--- src/rtl/async_fifo_rd_ptr_ctrl.sv ---
// async_fifo_rd_ptr_ctrl: read-side pointer, empty/count and write-pointer sync for an async FIFO.
// Optional Gray-sequence checker on the synchronized write pointer: ASYNC_FIFO_GRAY_CHECK_EN.
module async_fifo_rd_ptr_ctrl #(
    parameter int ADDR_WIDTH  = 4,
    parameter int SYNC_STAGES = 2
) (
    input  logic                  rclk,
    input  logic                  rrst_n,
    input  logic [ADDR_WIDTH:0]   wptr_gray_async,
    input  logic                  rd_en,
    output logic [ADDR_WIDTH-1:0] rd_addr,
    output logic [ADDR_WIDTH:0]   rptr_gray,
    output logic                  empty,
    output logic [ADDR_WIDTH:0]   rd_count,
    output logic                  underflow,
    output logic                  gray_err
);
    localparam logic [ADDR_WIDTH:0] ONE = {{ADDR_WIDTH{1'b0}}, 1'b1};

    logic [ADDR_WIDTH:0] sync_q [SYNC_STAGES];
    logic [ADDR_WIDTH:0] wq, wbin;
    logic [ADDR_WIDTH:0] rbin_q, rbin_d, rgray_q, gnext, count_q, count_d;
    logic                empty_q, underflow_q, rd_fire;

    always_ff @(posedge rclk or negedge rrst_n) begin
        if (!rrst_n) begin
            for (int i = 0; i < SYNC_STAGES; i++) sync_q[i] <= '0;
        end else begin
            sync_q[0] <= wptr_gray_async;
            for (int i = 1; i < SYNC_STAGES; i++) sync_q[i] <= sync_q[i-1];
        end
    end

    assign wq = sync_q[SYNC_STAGES-1];

    // Each binary bit is the XOR of all Gray bits at and above it.
    always_comb begin
        wbin = '0;
        for (int i = 0; i <= ADDR_WIDTH; i++) wbin[i] = ^(wq >> i);
    end

    always_comb begin
        rd_fire = rd_en & ~empty_q;
        rbin_d  = rd_fire ? rbin_q + ONE : rbin_q;
        gnext   = rbin_d ^ (rbin_d >> 1);
        count_d = wbin - rbin_d;
    end

    always_ff @(posedge rclk or negedge rrst_n) begin
        if (!rrst_n) begin
            rbin_q      <= '0;
            rgray_q     <= '0;
            empty_q     <= 1'b1;
            count_q     <= '0;
            underflow_q <= 1'b0;
        end else begin
            rbin_q      <= rbin_d;
            rgray_q     <= gnext;
            empty_q     <= (gnext == wq);
            count_q     <= count_d;
            underflow_q <= rd_en & empty_q;
        end
    end

    assign rd_addr   = rbin_q[ADDR_WIDTH-1:0];
    assign rptr_gray = rgray_q;
    assign empty     = empty_q;
    assign rd_count  = count_q;
    assign underflow = underflow_q;

`ifdef ASYNC_FIFO_GRAY_CHECK_EN
    logic [ADDR_WIDTH:0] wq_prev_q, wq_diff;
    logic                gray_err_q, multi_bit;

    // More than one bit set in the step means the source was not a legal Gray sequence.
    always_comb begin
        wq_diff   = wq ^ wq_prev_q;
        multi_bit = |(wq_diff & (wq_diff - ONE));
    end

    always_ff @(posedge rclk or negedge rrst_n) begin
        if (!rrst_n) begin
            wq_prev_q  <= '0;
            gray_err_q <= 1'b0;
        end else begin
            wq_prev_q  <= wq;
            gray_err_q <= gray_err_q | multi_bit;
        end
    end

`ifndef SYNTHESIS
    always_ff @(posedge rclk) begin
        if (rrst_n && multi_bit) $error("gray step violation: %b -> %b", wq_prev_q, wq);
    end
`endif

    assign gray_err = gray_err_q;
`else
    assign gray_err = 1'b0;
`endif
endmodule
--- config.mk ---
export PLATFORM = sky130hd
export DESIGN_NAME = async_fifo_rd_ptr_ctrl
export DESIGN_NICKNAME = d
export VERILOG_FILES = /design/src/rtl/async_fifo_rd_ptr_ctrl.sv
export SDC_FILE = /design/constraint.sdc
export NUM_CORES = 1
export LEC_CHECK = 0
export CORE_MARGIN = 5
export CORE_UTILIZATION = 60
export CTS_BUF_LIST = sky130_fd_sc_hd__clkbuf_4
export DETAILED_ROUTE_END_ITERATION = 12
export DONT_BUFFER_PORTS = 1
export PLACE_DENSITY = 0.77
export SLEW_MARGIN = 20
export SYNTH_ARGS = -nofsm -noshare
export SYNTH_HDL_FRONTEND = slang
export SYNTH_SLANG_ARGS = --single-unit
--- constraint.sdc ---
create_clock -name rclk -period 3.58 [get_ports rclk]
set_clock_uncertainty 0.15 [all_clocks]
set_input_delay 0.537 -clock rclk [delete_from_list [all_inputs] [get_ports rclk]]
set_output_delay 0.537 -clock rclk [all_outputs]
set_load 0.005 [all_outputs]
==> key figures, run 1 <==
GRT
  • Largest net degree at the start of global routing: 27
  • First-pass GRT wire length: roughly 2600 µm
  • All-Layer GR Usage: a little over an eighth
  • Initial antenna violation count: 0
  • Vias in the first global route: about 560
  • Overflow after GRT: 0

Yosys
  • Sequential-to-total area share from yosys stat: between 50% and 60%
  • Synth Cell Area: 1100 µm²
  • Ys async rst share: 100%
  • Most used flip-flop cell after synthesis: dfrtp_1
  • Ys Warns: 0
  • Post-synth EDFFs: 0
  • Syn Nets: 93
  • Register bit count reported by yosys: 26
  • Cell variety after synth: 25
  • Syn avg cell area: between 10 and 15 µm²
  • Post-synthesis cell count: 80

Placement
  • Hpwl dp: between 1000 and 1500 µm
  • Placed insts: approximately 100
  • GPL Wtd Cong: just over 0.7
  • Dpl ws: about 600 ps
  • Area after DPL: between 1000 and 1500 µm²
  • IO buf count: 0

STA
  • Final worst-path cycle share: a little over four fifths
  • Slew Viols, Final: 0
  • Max-slew headroom: between 60 and 70%
  • Final setup fails: 0
  • Final worst setup slack: 576 ps
  • Slew @ Worst Pin: approximately 500 ps
  • Final min period: roughly 3000 ps
  • Fmax: roughly 0.33 GHz
  • Final hold slack: around 72 ps
  • Setup_tns: 0 ps
  • Final Hold Fails: 0
  • Unrepaired setup endpoints after global routing: no

Detailed routing
  • Vias: between 500 and 600
  • DRT antenna net count: 0
  • Final WL: about 1600 µm
  • First DRT Iteration DRCs: 0
  • Vias per cell: between 5 and 6
  • First drt pass iteration count: 1
  • Routed len/inst: about 15 µm
  • Drt drc: 0

Clock network
  • CTS Buf Count: 3
  • Clk buf depth: 2
  • CTS tree: built
  • Hold buffer count at CTS: 2
  • H-tree lvl count: 1
  • Post-CTS Setup Inserts: 0
  • Clock root buffer: clkbuf_4
  • Clock Latency Late Sink: 320 ps
  • Clock sink total: 26
  • Clock transition at path regs: around 140 ps
  • Post_cts resized: 0

Cells and area
  • Fillers: 118
  • Diode count: 0
  • Design Area, Final: roughly 1200 µm²
  • Layout cells sized above 1: about 14%
  • Fin cells: 110
  • Multi-input logic area: between 400 and 500 µm²
  • Register area: approximately 650 µm²
  • Share of the core filled with cells: about 70%
  • Fin nets: between 90 and 100
  • Area Growth Syn to Fin: 9.65%

Floorplanning
  • Full die area: roughly 2800 µm²
  • Rows: 15
  • Core Region: roughly 1700 µm²
  • I/O Pins: 25
  • Width of the die: around 53 µm
  • Initial core utilization: around 63%
  • Chip Height: approximately 53 µm

Power and ir drop
  • Design Power: approximately 1.1 mW
  • Peak supply drop: between 0.4 and 0.5 mV
  • PwrDens: around 940 nW/µm²
  • LEAKAGE: around 0.54 nW

Setup path
  • Most used cell, CP: xnor2_1
  • Slowest stage delay, CP: ~420 ps
  • WP data arrival: between 3000 and 4000 ps
  • Worst reg2reg path depth: 10
  • CP max-delay cell: dfrtp_1
  • CP Cell Sequence: xor2_1, xnor2_1, xnor2_1, xnor2_1, ha_1, inv_1, fa_1, maj3_1, a21oi_1, xor2_1
  • Critical R2R Launch: wq[4]
  • CP Capture Type: flop
  • Critical Path RT: 3690 ps
  • Startpoint types: flop
  • Max FO, Critical Path: 3
  • Internal reg-to-reg setup slack: 580 ps
  • Reg-to-Reg End: rd_count[4]
  • CP Class: reg2reg
  • Critical path origin: wq[4]

Min path
  • Worst hold path class: in2reg
  • HP Start: wptr_gray_async[1]
  • Hold Crit Endpoint: sync_q[6]
  • WHS Path Cells: 0

Run
  • Max-Cap Viols: 0

Outcome
  • Status: finished clean
==> per-layer routing <==
metal	part of all wire [%]	track usage [%]	wire, µm	up-vias
met2	49	21.1	784	19
met4	1.8	6.38	29	0
met3	6.7	3.10	107	2
met1	43	16.9	687	286
li1	-	-	-	268
met5	0	0	0	-
==> final cells by class <==
| type | count | area share [%] |
|---|---|---|
| clock buffers | 3 | 1.86 |
| flip-flops and latches | 26 | 53.9 |
| inverters | 5 | 1.55 |
| multi-input cells | 48 | 35.1 |
| well taps | 25 | 2.59 |
| repair buffers | 2 | 2.48 |
| clock inverters | 1 | 2.48 |
==> power by group <==
group | switching (mW) | internal, mW | leakage [nW]
sequential | 0.0822 | 0.398 | 0.306
combinational | 0.241 | 0.216 | 0.209
clock | 0.0869 | 0.113 | 0.0279
total | 0.410 | 0.728 | 0.543
==> logic make-up (layout without fill, tap and decap cells) <==
logic type / count (synthesis) / after routing / share of synthesized area [%]
mux: 1 / 1 / 0.908
other cells: 1 / 1 / 0.340
flops: 26 / 26 / 59.1
xor+xnor: 23 / 23 / 19.5
simple gates: 11 / 11 / 6.81
compound gates: 6 / 6 / 3.63
fa+ha+maj: 6 / 6 / 7.26
buf+inv: 6 / 11 / 2.38
==> Yosys cell counts (2+ instances only) <==
cell | count | share of area [%]
nand2_1 | 2 | 0.68
ha_1 | 4 | 4.5
xor2_1 | 9 | 7.2
dfrtp_1 | 25 | 57
xnor2_1 | 13 | 10
inv_1 | 5 | 1.7
a21oi_1 | 2 | 0.91
o21ai_0 | 3 | 1.4
==> cells in the final DEF (no fill, tap or decap), types with 2 or more instances in the layout <==
| cell type | instances |
|---|---|
| a21oi_1 | 2 |
| clkbuf_4 | 3 |
| dfrtp_1 | 25 |
| ha_1 | 4 |
| inv_1 | 5 |
| nand2_1 | 2 |
| o21ai_0 | 3 |
| xnor2_1 | 13 |
| xor2_1 | 9 |
==> worst max path at each step <==
stage | to | slack, ps | cells after the start
finish | rd_count[4] | 580 | 10
global route | rd_count[4] | 360 | 10
CTS | rd_count[4] | 560 | 10
detailed placement | rd_count[4] | 600 | 10
global placement | rd_count[4] | 710 | 10
floorplan | rd_count[4] | 840 | 10
==> critical path, delay by kind of cell, from the launching register on <==
kind | cells | cell delay, ps
flops | 1 | 420
compound gates | 1 | 190
fa+ha+maj | 3 | 950
xor+xnor | 5 | 1180
buf+inv | 1 | 60
==> state kept, by name, summed over array words and instances (netlist names), named ones only <==
name,flops
wq,5
rbin_q,4
empty,1
sync_q,5
rptr_gray,4
underflow,1
rd_count,5
No activity file was read; power rests on OpenSTA's default activity.
==> inputs of run 2 (changes only) <==
CORE_UTILIZATION = 57   (was 60)
PLACE_DENSITY = 0.76   (was 0.77)
clock period = 2.7 ns   (was 3.58 ns; I/O delays follow)
==> key figures, run 2 (synthesis gave the netlist of run 1 again) <==
Detailed routing
  • Final WL: 1800 µm (+12%)
  • First DRT Iteration DRCs: 2 (+2)
  • DRT antenna net count: 0 (unchanged)
  • Routed len/inst: 14.6 µm (about the same)
  • Vias per cell: 5.00 (-4.3%)
  • First drt pass iteration count: 2 (+1)
  • Drt drc: 0 (unchanged)
  • Vias: 615 (+7.0%)

Setup path
  • Max FO, Critical Path: 2 (-1)
  • WP data arrival: 2680 ps (-430 ps)
  • Startpoint types: flop
  • Most used cell, CP: xnor2_2
  • Critical Path RT: 2810 ps (-880 ps)
  • Internal reg-to-reg setup slack: 120 ps (-450 ps)
  • Reg-to-Reg End: rd_count[4]
  • CP max-delay cell: dfrtp_1
  • CP Class: reg2reg
  • Worst path buffer plus inverter count: 1 (unchanged)
  • Critical R2R Launch: wq[4]
  • Worst reg2reg path depth: 10 (unchanged)
  • CP Cell Sequence: xor2_2, xnor2_2, xnor2_2, xnor2_1, ha_2, inv_1, fa_2, maj3_2, a21oi_2, xor2_1
  • CP Capture Type: flop
  • Crit-path leading delay family: XOR/XNOR gates
  • Slowest stage delay, CP: 430 ps (about the same)

Placement
  • IO buf count: 0 (unchanged)
  • Placed insts: 110 (+5.8%)
  • Hpwl dp: 1270 µm (+6.5%)
  • GPL Wtd Cong: 0.716 (+0.53%)

GRT
  • Largest net degree at the start of global routing: 27 (unchanged)
  • First-pass GRT wire length: 3020 µm (+18%)
  • All-Layer GR Usage: 15.3% (+2.1 points)
  • Vias in the first global route: 708 (+27%)
  • Overflow after GRT: 0 (unchanged)
  • Initial antenna violation count: 0 (unchanged)

Clock network
  • CTS Buf Count: 3 (unchanged)
  • Clock sink total: 26 (unchanged)
  • Clock transition at path regs: 140 ps (about the same)
  • H-tree lvl count: 1 (unchanged)
  • Clock Latency Late Sink: 330 ps (about the same)
  • CTS tree: built
  • Clock root buffer: clkbuf_4
  • Clk buf depth: 2 (unchanged)

Floorplanning
  • I/O Pins: 25 (unchanged)
  • Initial core utilization: 58.0% (-5.2 points)
  • Chip Height: 54.0 µm (+2.1%)
  • Rows: 16 (+1)
  • Core Region: 1900 µm² (+9.0%)
  • Full die area: 2910 µm² (+4.3%)
  • Width of the die: 54.0 µm (+2.1%)

STA
  • Final min period: 2580 ps (-429 ps)
  • Fmax: 0.388 GHz (+17%)
  • Final Hold Fails: 0 (unchanged)
  • Slew @ Worst Pin: 511 ps (+6.18 ps)
  • Final worst-path cycle share: 95.4% (+11 points)
  • Unrepaired setup endpoints after global routing: no
  • Final setup fails: 0 (unchanged)
  • Max-slew headroom: 65.8% (-0.41 points)
  • Final hold slack: 61.6 ps (-10.8 ps)
  • Slew Viols, Final: 0 (unchanged)

Min path
  • Hold Crit Endpoint: underflow
  • HP Start: rd_en
  • WHS Path Cells: 1 (+1)
  • Worst hold path class: in2reg

Power and ir drop
  • PwrDens: 1190 nW/µm² (+27%)
  • Peak supply drop: 0.532 mV (+21%)
  • Design Power: 1.61 mW (+41%)
  • LEAKAGE: 0.609 nW (+12%)

Cells and area
  • Fin cells: 123 (+12%)
  • Most frequent cells in the layout: 25 x dfrtp_1, 10 x xnor2_1, 8 x xor2_1, 6 x dlygate4sd3_1, 6 x buf_4
  • Fin nets: 110 (+11%)
  • Area Growth Syn to Fin: 22.1%
  • Layout cells sized above 1: 27.1% (+13 points)
  • Most common library cell in the layout ignoring fill and taps: dfrtp_1
  • Diode count: 0 (unchanged)

Run
  • Max-Cap Viols: 0 (unchanged)

Outcome
  • Status: finished clean
-- run 2: cell types whose count changed in the layout (fill, tap and decap cells not counted), moves of 3 or more --
cell | previous run | this run
buf_4 | 0 | 6
xnor2_2 | 0 | 3
dlygate4sd3_1 | 1 | 6
xnor2_1 | 13 | 10
-- run 2: layout make-up --
class,count,area [µm²]
Inverter,5,18.8
Clock inverter,1,30.0
Fill cell,134,556
Timing Repair Buffer,13,125
Sequential cell,26,652
Clock buffer,3,22.5
Tap cell,27,33.8
Multi-Input combinational cell,48,464
-- run 2: worst max-delay path by stage --
stage	startpoint	end	slack [ps]	cells after the start
finish	wq[4]	rd_count[4]	120	10
global route	wq[4]	rd_count[4]	10	10
CTS	wq[4]	rd_count[4]	10	10
detailed placement	wq[4]	rd_count[4]	-50	10
global placement	wq[4]	rd_count[4]	30	10
floorplan	wq[4]	rd_count[4]	30	10
-- run 2: per-layer routing --
metal	wire, µm	track usage [%]	vias up
met3	110	3.32	5
met5	0	0	-
met4	45	9.96	0
met1	758	16.7	305
met2	885	26.6	20
li1	-	-	285
-- run 2: through the flow --
step,util [%],setup slack (ps),setup TNS (ps),area (µm²)
global route,70.8,14.1,0,1350
detailed placement,61.3,-54.6,-54.6,1170
floorplan,-,26.4,0,1110
global placement,61.3,33.8,0,1170
CTS,69.7,10.8,0,1330
finish,70.8,125,0,1350
-- run 2: worst reg2reg max path: stages (launching register included) --
cell and delay (ps):
dfrtp_1 430, xor2_2 200, xnor2_2 200, xnor2_2 150, xnor2_1 150, ha_2 190, inv_1 60, fa_2 340
maj3_2 330, a21oi_2 130, xor2_1 170
-- run 2: what timing repair did --
| action | 4_1_cts | 5_1_grt |
|---|---|---|
| hold endpoints to repair | 31 | 0 |
| setup buffers | 1 | 1 |
| pin swaps | 1 | 4 |
| gates resized for setup | 4 | 3 |
| hold buffers | 7 | 0 |
| endpoints found under the setup margin | 1 | 2 |
-- run 2: power breakdown --
| part | switching (mW) | internal, mW |
|---|---|---|
| Combinational | 0.369 | 0.344 |
| Clock | 0.115 | 0.150 |
| Sequential | 0.101 | 0.528 |
